===== src/rtl/ksa_pkg.sv =====
// Shared definitions for the pipelined Kogge-Stone adder.
// Op codes and a constant-foldable ceil(log2) helper.
package ksa_pkg;

  localparam logic ADD = 1'b0;
  localparam logic SUB = 1'b1;

  function automatic int clog2(input int v);
    int r;
    r = 0;
    for (int i = 0; i < 31; i++)
      if ((1 << i) < v) r = i + 1;
    return r;
  endfunction

endpackage


===== src/rtl/ksa_prefix_level.sv =====
// One Kogge-Stone prefix level: combine each G/P pair
// with the pair SPAN positions below it.
module ksa_prefix_level
  import ksa_pkg::*;
#(
  parameter int WIDTH = 17,
  parameter int SPAN  = 1
) (
  input  logic [WIDTH-1:0] g,
  input  logic [WIDTH-1:0] p,
  output logic [WIDTH-1:0] go,
  output logic [WIDTH-1:0] po
);

  for (genvar j = 0; j < WIDTH; j++) begin : g_bit
    if (j >= SPAN) begin : g_comb
      assign go[j] = g[j] | (p[j] & g[j-SPAN]);
      assign po[j] = p[j] & p[j-SPAN];
    end else begin : g_pass
      assign go[j] = g[j];
      assign po[j] = p[j];
    end
  end

endmodule


===== src/rtl/ksa_pipe_adder.sv =====
// Pipelined Kogge-Stone adder/subtractor with valid/ready
// handshakes, carry out and signed overflow.
module ksa_pipe_adder
  import ksa_pkg::*;
#(
  parameter int WIDTH = 16
) (
  input  logic             clk,
  input  logic             rst,
  input  logic             in_valid,
  output logic             in_ready,
  input  logic [WIDTH-1:0] A,
  input  logic [WIDTH-1:0] B,
  input  logic             Cin,
  input  logic             Sub,
  output logic             out_valid,
  input  logic             out_ready,
  output logic [WIDTH-1:0] Sum,
  output logic             Cout,
  output logic             Ovf
);

  localparam int LEVELS = clog2(WIDTH);
  // index 0 holds the carry-in as a generate bit (position -1)
  localparam int N = WIDTH + 1;

  logic adv;
  assign adv      = ~out_valid | out_ready;
  assign in_ready = adv;

  logic [WIDTH-1:0] bx;
  logic [WIDTH-1:0] hp0;
  logic             cin0;
  logic [N-1:0]     g0;
  logic [N-1:0]     p0;

  assign bx   = B ^ {WIDTH{Sub}};
  assign cin0 = (Sub == SUB) ? 1'b1 : Cin;
  assign hp0  = A ^ bx;
  assign g0   = {A & bx, cin0};
  assign p0   = {hp0, 1'b0};

  logic [LEVELS:0][N-1:0]     rg;
  logic [LEVELS:0][N-1:0]     rp;
  logic [LEVELS:0][WIDTH-1:0] rh;
  logic [LEVELS:0]            rv;

  logic [LEVELS-1:0][N-1:0] ng;
  logic [LEVELS-1:0][N-1:0] np;

  for (genvar l = 0; l < LEVELS; l++) begin : g_lvl
    ksa_prefix_level #(
      .WIDTH (N),
      .SPAN  (1 << l)
    ) u_lvl (
      .g  (rg[l]),
      .p  (rp[l]),
      .go (ng[l]),
      .po (np[l])
    );
  end

  // The top prefix spans WIDTH positions; the last
  // combine with the carry-in slot completes every carry.
  logic [N-1:0]     gf;
  logic [WIDTH-1:0] fsum;
  logic             fc;
  logic             fo;

  assign gf   = rg[LEVELS]
              | (rp[LEVELS] & {N{rg[LEVELS][0]}});
  assign fsum = rh[LEVELS] ^ gf[WIDTH-1:0];
  assign fc   = gf[WIDTH];
  assign fo   = gf[WIDTH-1] ^ gf[WIDTH];

  // Whole pipeline advances together or holds on stall
  always_ff @(posedge clk) begin
    if (rst) begin
      rv        <= '0;
      rg        <= '0;
      rp        <= '0;
      rh        <= '0;
      out_valid <= 1'b0;
      Sum       <= '0;
      Cout      <= 1'b0;
      Ovf       <= 1'b0;
    end else if (adv) begin
      rv[0] <= in_valid;
      rg[0] <= g0;
      rp[0] <= p0;
      rh[0] <= hp0;
      for (int l = 0; l < LEVELS; l++) begin
        rv[l+1] <= rv[l];
        rg[l+1] <= ng[l];
        rp[l+1] <= np[l];
        rh[l+1] <= rh[l];
      end
      out_valid <= rv[LEVELS];
      Sum       <= fsum;
      Cout      <= fc;
      Ovf       <= fo;
    end
  end

endmodule

===== config.mk =====
export PLATFORM = sky130hd
export DESIGN_NAME = ksa_pipe_adder
export DESIGN_NICKNAME = d
export VERILOG_FILES = /design/src/rtl/ksa_pkg.sv /design/src/rtl/ksa_prefix_level.sv /design/src/rtl/ksa_pipe_adder.sv
export SDC_FILE = /design/constraint.sdc
export NUM_CORES = 1
export LEC_CHECK = 0
export CELL_PAD_IN_SITES_DETAIL_PLACEMENT = 0
export CELL_PAD_IN_SITES_GLOBAL_PLACEMENT = 1
export CORE_UTILIZATION = 40
export DETAILED_ROUTE_END_ITERATION = 6
export GPL_ROUTABILITY_DRIVEN = 0
export PLACE_DENSITY = 0.83
export SKIP_CTS_REPAIR_TIMING = 1
export SYNTH_ARGS = -nofsm -noshare
export SYNTH_HDL_FRONTEND = slang
export SYNTH_SLANG_ARGS = --single-unit

===== constraint.sdc =====
create_clock -name clk -period 1.26 [get_ports clk]
set_input_delay 0.126 -clock clk [delete_from_list [all_inputs] [get_ports clk]]
set_output_delay 0.126 -clock clk [all_outputs]
set_load 0.02 [all_outputs]

==> metrics.md, run 1 <==
| Metric | Value |
|---|---|
| Status | finished with violations |
| Failing checks | negative setup slack |
| Starting Density | 0.410 |
| DPL Wire Length | 13.0 mm |
| Setup CP Type | reg -> out |
| F_max | 720 MHz |
| Final Instance Area | roughly 10000 um2 |
| Final Total Pwr | 15.0 mW |
| Crit Path Max Fanout | 6 |
| Grt ovf | 0 |
| R2R Setup Slk | -60 ps |
| Placed Cells | 1324 |
| First DRT Iteration DRCs | around 400 |
| Gr usage total | 0.173 |
| Post-route ant nets | 0 |
| First-pass GRT wire length | 31.7 mm |
| Flops & latches, synth | 227 |
| Final period utilization | 1.10 |
| Pleak | 4.17 nW |
| EDFF count, synth | 0 |
| Syn Nets | 1073 |
| WL final | 19.0 mm |
| Die width | 149 um |
| CTS tree | done |
| RR Endpoint | rg[61] |
| WP data required | between 1000 and 1500 ps |
| Finished Layout Cells | 1365 |
| Min cycle time layout | 1390 ps |
| Setup crit end | in_ready |
| Fraction of layout cells with a size suffix above 1 | 0.0899 |
| CTS max path bufs | 3 |
| Pin count of the biggest net entering global routing | a little over 70 |
| Area of the multi-input gates | 3640 um2 |
| Final setup fails | 56 |
| Fin nets | 1130 |
| DR vias/cell | 4.97 |
| Worst slack, placed | -490 ps |
| Most frequent cells in the layout | nand2_1 (270), dfxtp_1 (226), a21oi_1 (155) |
| Clock Latency Late Sink | 500 ps |
| Synthesized instance count | 1019 |
| Post-synthesis sequential area ratio | 0.525 |
| Final WS setup | -129 ps |
| FP Rows | 53 |
| Commonest non-fill, non-tap cell in the layout | nand2_1 |
| Crit. End Element | primary output |
| TritonRoute pass-1 iters | 5 |
| Root buf cell | clkbuf_16 |
| # IOs | 58 |
| Core area | about 21000 um2 |
| RSZ-0062 raised after global routing | true |
| Antenna diodes | 0 |
| Final hold slack | 206 ps |
| VDD IR-drop max | around 0.00073 V |
| Max_slew headroom | 0.795 |
| CTS H-tree lvls | 1 |
| Area post-placement | a little under 10000 um2 |
| Worst Tran Pin Value | 308 ps |
| Drt wl/cell | 13.9 um |
| Area grow syn2layout | 21.0% |
| Worst Skew | 9.78 ps |
| CTS clk-pin slew, worst paths | around 60 ps |
| Warnings, synthesis | 0 |
| Number of fill cells in the layout | 2054 |
| Vias in the first global route | between 6000 and 7000 |
| CP startpoint | out_valid |
| Vias after detailed routing | a little under 7000 |
| Die ar. | 22300 um2 |
| Post-Route Utilization | 0.496 |
| Critical path arrival | 1260 ps |
| Cells on worst reg2reg path | 5 |
| Reg area | 4550 um2 |
| Sink Count | ~230 |
| Fin. max-slew vios | 0 |
| Synth cell types | 21 |
| Number of CTS-inserted buffers | 24 |
| Final Hold Vio Count | 0 |
| Prevailing post-synth register cell | dfxtp_1 |
| Mapped Area | 8660 um2 |
| Reg2reg start | out_valid |
| Die height | 149 um |
| Async SR Flop Fraction | 0 |
| Initial antenna violation count | 0 |
| DRC viols | 0 |
| Sum of negative setup slack | -1590 ps |
| IO buf count | 57 |
| Avg Cell Area, Syn | 8.50 um2 |
| Max Cap Viol | 0 |
| CP startpoint kind | flip-flop |
| Hold crit path type | in -> reg |
| PwrDens | approximately 1400 nW/um2 |
[cell usage after synthesis (all sizes together) (16+ instances only)]
cell type  count  share of area
a211oi        70          0.065
a21oi        155          0.090
buf           54          0.047
clkbuf        23          0.010
dfxtp        227           0.52
ha            16          0.023
nand2        270           0.12
nand3         39          0.023
nor2          73          0.032
nor3          55          0.032
xnor2         16          0.016
xor2          16          0.016
[sequential cells by signal, indices dropped and copies added, names as in the netlist]
register   flops
Cout           1
rh            80
rv             5
rp            38
Ovf            1
rg            85
Sum           16
out_valid      1
[area by class of cell]
cell class                 count  area share
multi-input combinational    714       0.348
inverter                       1    0.000835
tap                          275      0.0328
timing repair buffer         108       0.116
sequential                   227       0.434
clock inverter                 1    0.000835
clock buffer                  39      0.0685
[power by group]
part / internal [mW] / switching [mW] / total (mW) / leakage, nW
clock network: 3.86 / 2.66 / 6.53 / 0.353
registers: 7.43 / 0.241 / 7.67 / 1.85
logic: 0.411 / 0.412 / 0.823 / 1.97
[how the worst min path moves through the flow]
stage                     cells after the start  startpoint     end
after floorplan                               2    in_valid   rv[0]
after global placement                        2      rh[42]  rh[42]
after detailed placement                      2      rp[62]  rp[62]
after CTS                                     2         rst  rg[72]
after global routing                          3    in_valid   rv[0]
final                                         3    in_valid   rv[0]
[layer usage]
| layer | GRT usage | wire (um) | part of all wire |
|---|---|---|---|
| met5 | 0 | 0 | 0 |
| met4 | 0.0378 | 303 | 0.016 |
| met3 | 0.0251 | 607 | 0.032 |
| met2 | 0.264 | 8090 | 0.43 |
| met1 | 0.257 | 9960 | 0.53 |
[worst max-delay path, cell delays in order, from the launching register on]
cell	delay [ps]
dfxtp_2	320
nor2b_4	210
inv_6	70
clkbuf_2	150
[logic make-up after synthesis]
family	Yosys count	synth area share
buffers and inverters	78	0.0579
adder cells (fa/ha/maj)	16	0.0231
AND/OR/NAND/NOR	441	0.207
AO/OA/AOI/OAI	225	0.155
flip-flops	227	0.525
XOR/XNOR	32	0.0324
(Power assumes the default switching activity.)
==> inputs of run 2 (changes only) <==
Settings changed: RECOVER_POWER set to 100.
==> results of run 2 <==
Same layout as run 1: the final DEF is identical, and so are final timing and power.
==> inputs of run 3 (changes only) <==
Settings changed: CAP_MARGIN set to 20.
==> results of run 3 <==
Same layout as run 1: the final DEF is identical, and so are final timing and power.
